===== config.mk =====
export PLATFORM = sky130hd
export DESIGN_NAME = step_delay_timer
export DESIGN_NICKNAME = d
export VERILOG_FILES = /design/src/rtl/step_delay_pkg.sv /design/src/rtl/step_delay_timer_tick_prescaler.sv /design/src/rtl/step_delay_timer.sv
export SDC_FILE = /design/constraint.sdc
export NUM_CORES = 1
export LEC_CHECK = 0
export BUFFER_PORTS_ARGS = -buffer_cell sky130_fd_sc_hd__buf_4
export CAP_MARGIN = 10
export CORE_MARGIN = 10
export CORE_UTILIZATION = 35
export DETAILED_ROUTE_END_ITERATION = 10
export GPL_ROUTABILITY_DRIVEN = 0
export PLACE_DENSITY = 0.49
export SKIP_CTS_REPAIR_TIMING = 1
export SLEW_MARGIN = 20
export SYNTH_ARGS = -nofsm -noshare
export SYNTH_HDL_FRONTEND = slang
export SYNTH_SLANG_ARGS = --single-unit
export TNS_END_PERCENT = 50

===== constraint.sdc =====
create_clock -name clk -period 4.4 [get_ports clk]
set_input_delay 0.22 -clock clk [delete_from_list [all_inputs] [get_ports clk]]
set_output_delay 0.22 -clock clk [all_outputs]
set_load 0.02 [all_outputs]

===== src/rtl/step_delay_pkg.sv =====
// Shared types and defaults for the stepper delay timer.
// State encoding and the board-clock tick length.
package step_delay_pkg;

  typedef enum logic [1:0] {
    IDLE  = 2'b00,
    COUNT = 2'b01,
    DONE  = 2'b10
  } state_e;

  // 1 ms at the 50 MHz board clock
  localparam int TICK_CYCLES_DEF = 50000;

endpackage


===== src/rtl/step_delay_timer_tick_prescaler.sv =====
// Divides clk down to one tick per TICK_CYCLES advanced cycles.
// tick_o is high in the cycle the counter wraps.
module tick_prescaler #(
  parameter int TICK_CYCLES = 50000,
  parameter int PRE_W       = 16
) (
  input  logic clk,
  input  logic reset_n_i,
  input  logic clear_i,
  input  logic advance_i,
  output logic tick_o
);

  localparam logic [PRE_W-1:0] LAST = PRE_W'(TICK_CYCLES - 1);

  logic [PRE_W-1:0] cnt_q, cnt_d;
  logic             wrap;

  assign wrap   = (cnt_q == LAST);
  assign tick_o = advance_i & wrap & ~clear_i;

  // next count: clear wins, otherwise step and wrap at LAST
  always_comb begin
    cnt_d = cnt_q;
    if (clear_i)
      cnt_d = '0;
    else if (advance_i)
      cnt_d = wrap ? '0 : cnt_q + PRE_W'(1);
  end

  // prescaler register with synchronous reset
  always_ff @(posedge clk) begin
    if (!reset_n_i)
      cnt_q <= '0;
    else
      cnt_q <= cnt_d;
  end

endmodule


===== src/rtl/step_delay_timer.sv =====
// Delay timer pacing the stepper step loops and PAUSE.
// Optional macro STEP_DELAY_HOLD_EN adds hold_n to freeze counting.
module step_delay_timer
  import step_delay_pkg::*;
#(
  parameter int TICK_CYCLES = TICK_CYCLES_DEF,
  parameter int VAL_W       = 8,
  parameter int PRE_W       = 16
) (
  input  logic             clk,
  input  logic             reset_n,
  input  logic             start_delay_counter,
  input  logic             enable_delay_counter,
  input  logic [VAL_W-1:0] delay_value,
  output logic             delay_done,
  output logic             busy
`ifdef STEP_DELAY_HOLD_EN
  ,
  input  logic             hold_n
`endif
);

  state_e           state_q;
  logic [VAL_W-1:0] unit_q;
  logic             done_q;
  logic             busy_q;
  logic             run;
  logic             advance;
  logic             tick;

`ifdef STEP_DELAY_HOLD_EN
  assign run = enable_delay_counter & hold_n;
`else
  assign run = enable_delay_counter;
`endif

  // start overrides counting in its own cycle
  assign advance = (state_q == COUNT) & run
                 & ~start_delay_counter;

  assign delay_done = done_q;
  assign busy       = busy_q;

  tick_prescaler #(
    .TICK_CYCLES (TICK_CYCLES),
    .PRE_W       (PRE_W)
  ) u_pre (
    .clk       (clk),
    .reset_n_i (reset_n),
    .clear_i   (start_delay_counter),
    .advance_i (advance),
    .tick_o    (tick)
  );

  // state machine, unit counter and registered outputs
  always_ff @(posedge clk) begin
    if (!reset_n) begin
      state_q <= IDLE;
      unit_q  <= '0;
      done_q  <= 1'b0;
      busy_q  <= 1'b0;
    end else if (start_delay_counter) begin
      if (delay_value != '0) begin
        state_q <= COUNT;
        unit_q  <= delay_value;
        done_q  <= 1'b0;
        busy_q  <= 1'b1;
      end else begin
        state_q <= DONE;
        done_q  <= 1'b1;
        busy_q  <= 1'b0;
      end
    end else begin
      unique case (state_q)
        COUNT: begin
          if (tick) begin
            unit_q <= unit_q - VAL_W'(1);
            if (unit_q == VAL_W'(1)) begin
              state_q <= DONE;
              done_q  <= 1'b1;
              busy_q  <= 1'b0;
            end
          end
        end
        default: ;
      endcase
    end
  end

endmodule

# Word-level counts from Yosys, hierarchy flattened
# Cells that the tools add are included.
# Widths: inputs -> output; s select.
word_totals:
  register_bits: 28
  inputBits: 12
  output_inout_bits: 2
  wordCells: 44
op_classes:
  addsub: 2
  eq_ne: 4
  muxes: 20
  bitwise_logic: 6
  reduce_logical: 7
ops:
  columns: ["op", "count"]
  rows:
  - ["$mux 8", 4]
  - ["$add 16x1->16 const B", 1]
  - ["$eq 16x16->1 const B", 1]
  - ["$mux 16", 1]
  - ["$mux 1", 10]
  - ["$mux 2", 5]
  - ["$eq 8x1->1 const B", 1]
  - ["$reduce_bool 8->1", 1]
  - ["$sub 8x1->8 const B", 1]
  - ["$reduce_and 3->1", 2]
  - ["$reduce_bool 2->1", 3]
  - ["$and 1x1->1", 4]
  - ["$eq 2x1->1 const B", 1]
  - ["$ne 2x1->1 const B", 1]
  - ["$not 1->1", 2]
  - ["$reduce_or 2->1", 1]

# Depth between registers and ports, before layout
logic_depth:
  word_depth: 8
  mapped_depth: 7
  depth_no_buf: 7

# Cells and area by module
# Synthesis repeated with hierarchy kept, for this count alone.
hier_totals:
  hier_cells: 164
  area_unflattened_um2: 1402.6
modules_own_cells:
  columns: ["mod", "instances", "cells_per_inst", "area_per_inst_um2", "seq_area_each_um2"]
  rows:
  - ["tick_prescaler", 1, 82, 779.5, 320.3]
  - ["step_delay_timer", 1, 82, 623.1, 200.2]

# Worst setup path after synthesis
# OpenSTA, ideal clock, no wires.
synth_path:
  path_kind: "register to register"
  start: "reg state_q[0]"
  end: "reg u_pre.cnt_q[15]"
  setup_time_ns: 0.115
  t_arrival_ns: 1.547
  required_ns: 4.285
  slack_ns: 2.738
  stages_incl_launch_ff: 7
  n_path_buf: 2
  period_less_slack_ns: 1.662
  path_cell_list: "dfxtp_1 -> and4bb_2 -> buf_6 -> nand4_4 -> o21ai_1 -> buf_4 -> nor2_1"
synth_via:
  elab_chain_len: 3
synth_rtl:
  columns: ["item", "line_no", "rtl"]
  rows:
  - ["from (decl)", "step_delay_timer.sv:23", "state_e state_q;"]
  - ["from (signal assigned)", "step_delay_timer.sv:58", "state_q <= IDLE;"]
  - ["from (signal assigned)", "step_delay_timer.sv:64", "state_q <= COUNT;"]
  - ["from (signal assigned)", "step_delay_timer.sv:69", "state_q <= DONE;"]
  - ["$eq 2x1->1", "step_delay_timer.sv:38", "assign advance = (state_q == COUNT) & run"]
  - ["$and 1x1->1", "step_delay_timer.sv:38", null]
  - ["$and 1x1->1", "step_delay_timer.sv:39", "& ~start_delay_counter;"]
  - ["to (signal assigned)", "step_delay_timer_tick_prescaler.sv:36", "cnt_q <= cnt_d;"]
  - ["to (decl)", "step_delay_timer_tick_prescaler.sv:16", "logic [PRE_W-1:0] cnt_q, cnt_d;"]
# No other way between the ends.
# A chain may end at the register's enable or synchronous reset.

# Final worst setup path
layout_path:
  start: "reg u_pre.cnt_q[9]"
  end: "reg u_pre.cnt_q[14]"
layout_via:
  elab_chain_len: 2
  elab_cells_between_ends: 3
  classes_between: "add/sub: 1; eq/ne: 1; mux: 1"
layout_rtl:
  columns: ["item", "line_no", "rtl"]
  rows:
  - ["$add 16x1->16 or $eq 16x16->1 (tied branches)", "step_delay_timer_tick_prescaler.sv:28, step_delay_timer_tick_prescaler.sv:19", null]
  - ["$mux 16 (*)", "step_delay_timer_tick_prescaler.sv:28", "cnt_d = wrap ? '0 : cnt_q + PRE_W'(1);"]
# Mark *: on every way between the ends. The rest lies on a longest branch, timed or not.

==> impl_metrics.toml <==
[run_status]
status = "complete, no violations"

[setup_path]
rrSetupSlack_ns = 2.27
arrival_ns = 2.26
r2r_start = "u_pre.cnt_q[9]"
path_class = "reg2reg"
r2r.worst_path.cells = 4
cp.required_ns = 4.53
reg2reg_to = "u_pre.cnt_q[14]"
end_kind = "flop"
critical_path.max_fanout = 15
critPathLaunchType = "flop"

[power]
combPwrFrac = 0.122
p_leak_nw = 0.547
p_int_mw = 0.394
pwr-share-seq = 0.488
switching_power_mw = 0.118
p_sw_frac = 0.230
p_clk_frac = 0.390
max-vdd-ir-drop_mv = 0.180
powerDensity_nw_per_um2 = 325

[timing]
drv_slew = 0
setup_viol = 0
fin_crit_sh = 0.484
min_period_ns = 2.13
tns_ns = 0
slew-limit-headroom = 0.305
hold_viol_final = 0
clock_skew_ns = 0.00371
grt_setup_unrepaired = "no"
setup_ws_ns = 2.27
worstMarginPinSlew_ns = 1.03
fmax_mhz = 469

[global_route]
grtUsageTotal = 0.0973
grt_pass1_vias = 1153
overflow = 0
grt_max_degree = 22
grt_first_pass_wirelength_um = 5310
antenna_found_initial = 0

[clock_network]
cts_root_buf = "clkbuf_8"
cts_sinks = 26
cts_inserted_buffers = 3
htree_levels = 1
clock_tree.buffer_depth = 2
tritoncts = "done"
insertion_delay_ns = 0.27
clk_pin_slew_ns = 0.09

[cells_and_area]
layout_commonest_cell = "dfxtp_1"
final_cell_mix = "26 x dfxtp_1, 17 x nor2_1, 14 x nand2_1"
area_growth_pct = 14.4
diodes = 0
layout.nets = 187
drive_gt1_frac = 0.140

[drt]
wl_um = 3060
first_pass_iters = 4
wl_per_cell_um = 14.0
vias = 1149
viasPerCell = 5.25
drc_errors = 0
postRouteAntennaNets = 0
drtIter0Drc = 51

[job]
maxCapViolations = 0

[logic_synthesis]
yosysWarnings = 0
ys_seq_area_frac = 0.378
synth_area_per_cell_um2 = 8.66
syn_area_um2 = 1380
ys_ff_latch = 26
synth-main-ff-cell = "dfxtp_1"
synth_edf_count = 0
synth_fp_nets = 174
async_flop_share = 0
synthCells = 159
yosys.cell_types.count = 40

[worst_hold_path]
hold_start = "reset_n"
hold_depth = 2
hold_end = "state_q[0]"
hold_path.class = "in2reg"

[floorplan]
core_um2 = 3740
fp.dieArea_um2 = 6850
start_util = 0.368
die_width_um = 82.7
rows = 22
ios = 14
die_h_um = 82.7

[placement]
io_buffers = 13
dp_slack_ns = 2.19
dp_hpwl_um = 2280
## final cells by class
type                            instances  area [um^2]
Timing Repair Buffer                   13         97.6
Multi-Input combinational cell        122          805
Tap cell                               48         60.1
Clock buffer                            3         41.3
Fill cell                             392         2170
Inverter                                6         22.5
Sequential cell                        26          520
Clock inverter                          1         30.0
## per-stage QoR
step	util	power (mW)	cells	instance area (um^2)	hold WS [ns]
after CTS	0.421	0.519	219	1580	0.186
final	0.421	0.512	219	1580	0.193
after floorplan	-	0.298	159	1380	0.346
after detailed placement	0.402	0.318	215	1510	0.474
after global placement	0.402	0.317	215	1510	0.470
after global routing	0.421	0.538	219	1580	0.210
## flip-flops by register name, indices dropped and copies added (netlist names)
register	count
state_q	2
unit_q	8
u_pre.cnt_q	16
## worst max-delay path by stage
| stage | slack, ns | from | endpoint | depth (start not counted) |
|---|---|---|---|---|
| final | 2.27 | u_pre.cnt_q[9] | u_pre.cnt_q[14] | 4 |
| after global routing | 2.04 | u_pre.cnt_q[9] | u_pre.cnt_q[13] | 4 |
| after CTS | 2.26 | u_pre.cnt_q[9] | u_pre.cnt_q[14] | 4 |
| after detailed placement | 2.19 | start_delay_counter | u_pre.cnt_q[14] | 5 |
| after global placement | 2.26 | start_delay_counter | u_pre.cnt_q[1] | 5 |
| after floorplan | 2.74 | state_q[0] | u_pre.cnt_q[15] | 6 |
## synthesized netlist by cell type, drive strengths merged (3+ instances only)
cell type / count / area (um^2)
a21oi: 9 / 45.0
mux2i: 4 / 40.0
inv: 6 / 22.5
and3: 3 / 20.0
dfxtp: 26 / 521
and4: 3 / 27.5
clkbuf: 3 / 11.3
xor2: 5 / 43.8
nor2: 17 / 63.8
nand2: 14 / 52.6
nor4bb: 3 / 30.0
nand3: 8 / 40.0
nor3: 6 / 30.0
nand4: 4 / 40.0
o21ai: 6 / 30.0
nor4: 4 / 25.0
ha: 3 / 37.5
a211oi: 4 / 30.0
xnor2: 11 / 96.3
## logic make-up (layout without fill, tap and decap cells)
kind of cell | count (synthesis) | in the layout | synth area share
AOI/OAI and AO/OA | 27 | 27 | 0.133
xor gates and xnor gates | 16 | 16 | 0.102
adders and majority gates | 3 | 3 | 0.0273
buffers and inverters | 11 | 23 | 0.0381
DFF | 26 | 26 | 0.378
muxes | 4 | 4 | 0.0291
and+or+nand+nor | 72 | 72 | 0.293
## power groups by stage
stage	Clock, mW	Sequential, mW	Combinational [mW]
6_report	0.200	0.250	0.0625
5_1_grt	0.217	0.251	0.0701
4_1_cts	0.206	0.250	0.0632
3_5_place_dp	0	0.255	0.0629
3_3_place_gp	0	0.255	0.0621
2_1_floorplan	0	0.255	0.0434
## metal layers
| layer | global-route usage | vias up | wire length (um) |
|---|---|---|---|
| li1 | - | 592 | - |
| met5 | 0 | - | 0 |
| met1 | 0.109 | 541 | 1330 |
| met3 | 0.0302 | 2 | 109 |
| met2 | 0.176 | 14 | 1610 |
| met4 | 0.0201 | 0 | 15 |
## critical path, cell delays in order, from the launching register on
cell and delay [ns]:
dfxtp_1 0.38, nor4bb_1 0.34, nand3_1 0.27, o21ai_1 0.87, nor2_1 0.12
(Power assumes the default switching activity.)
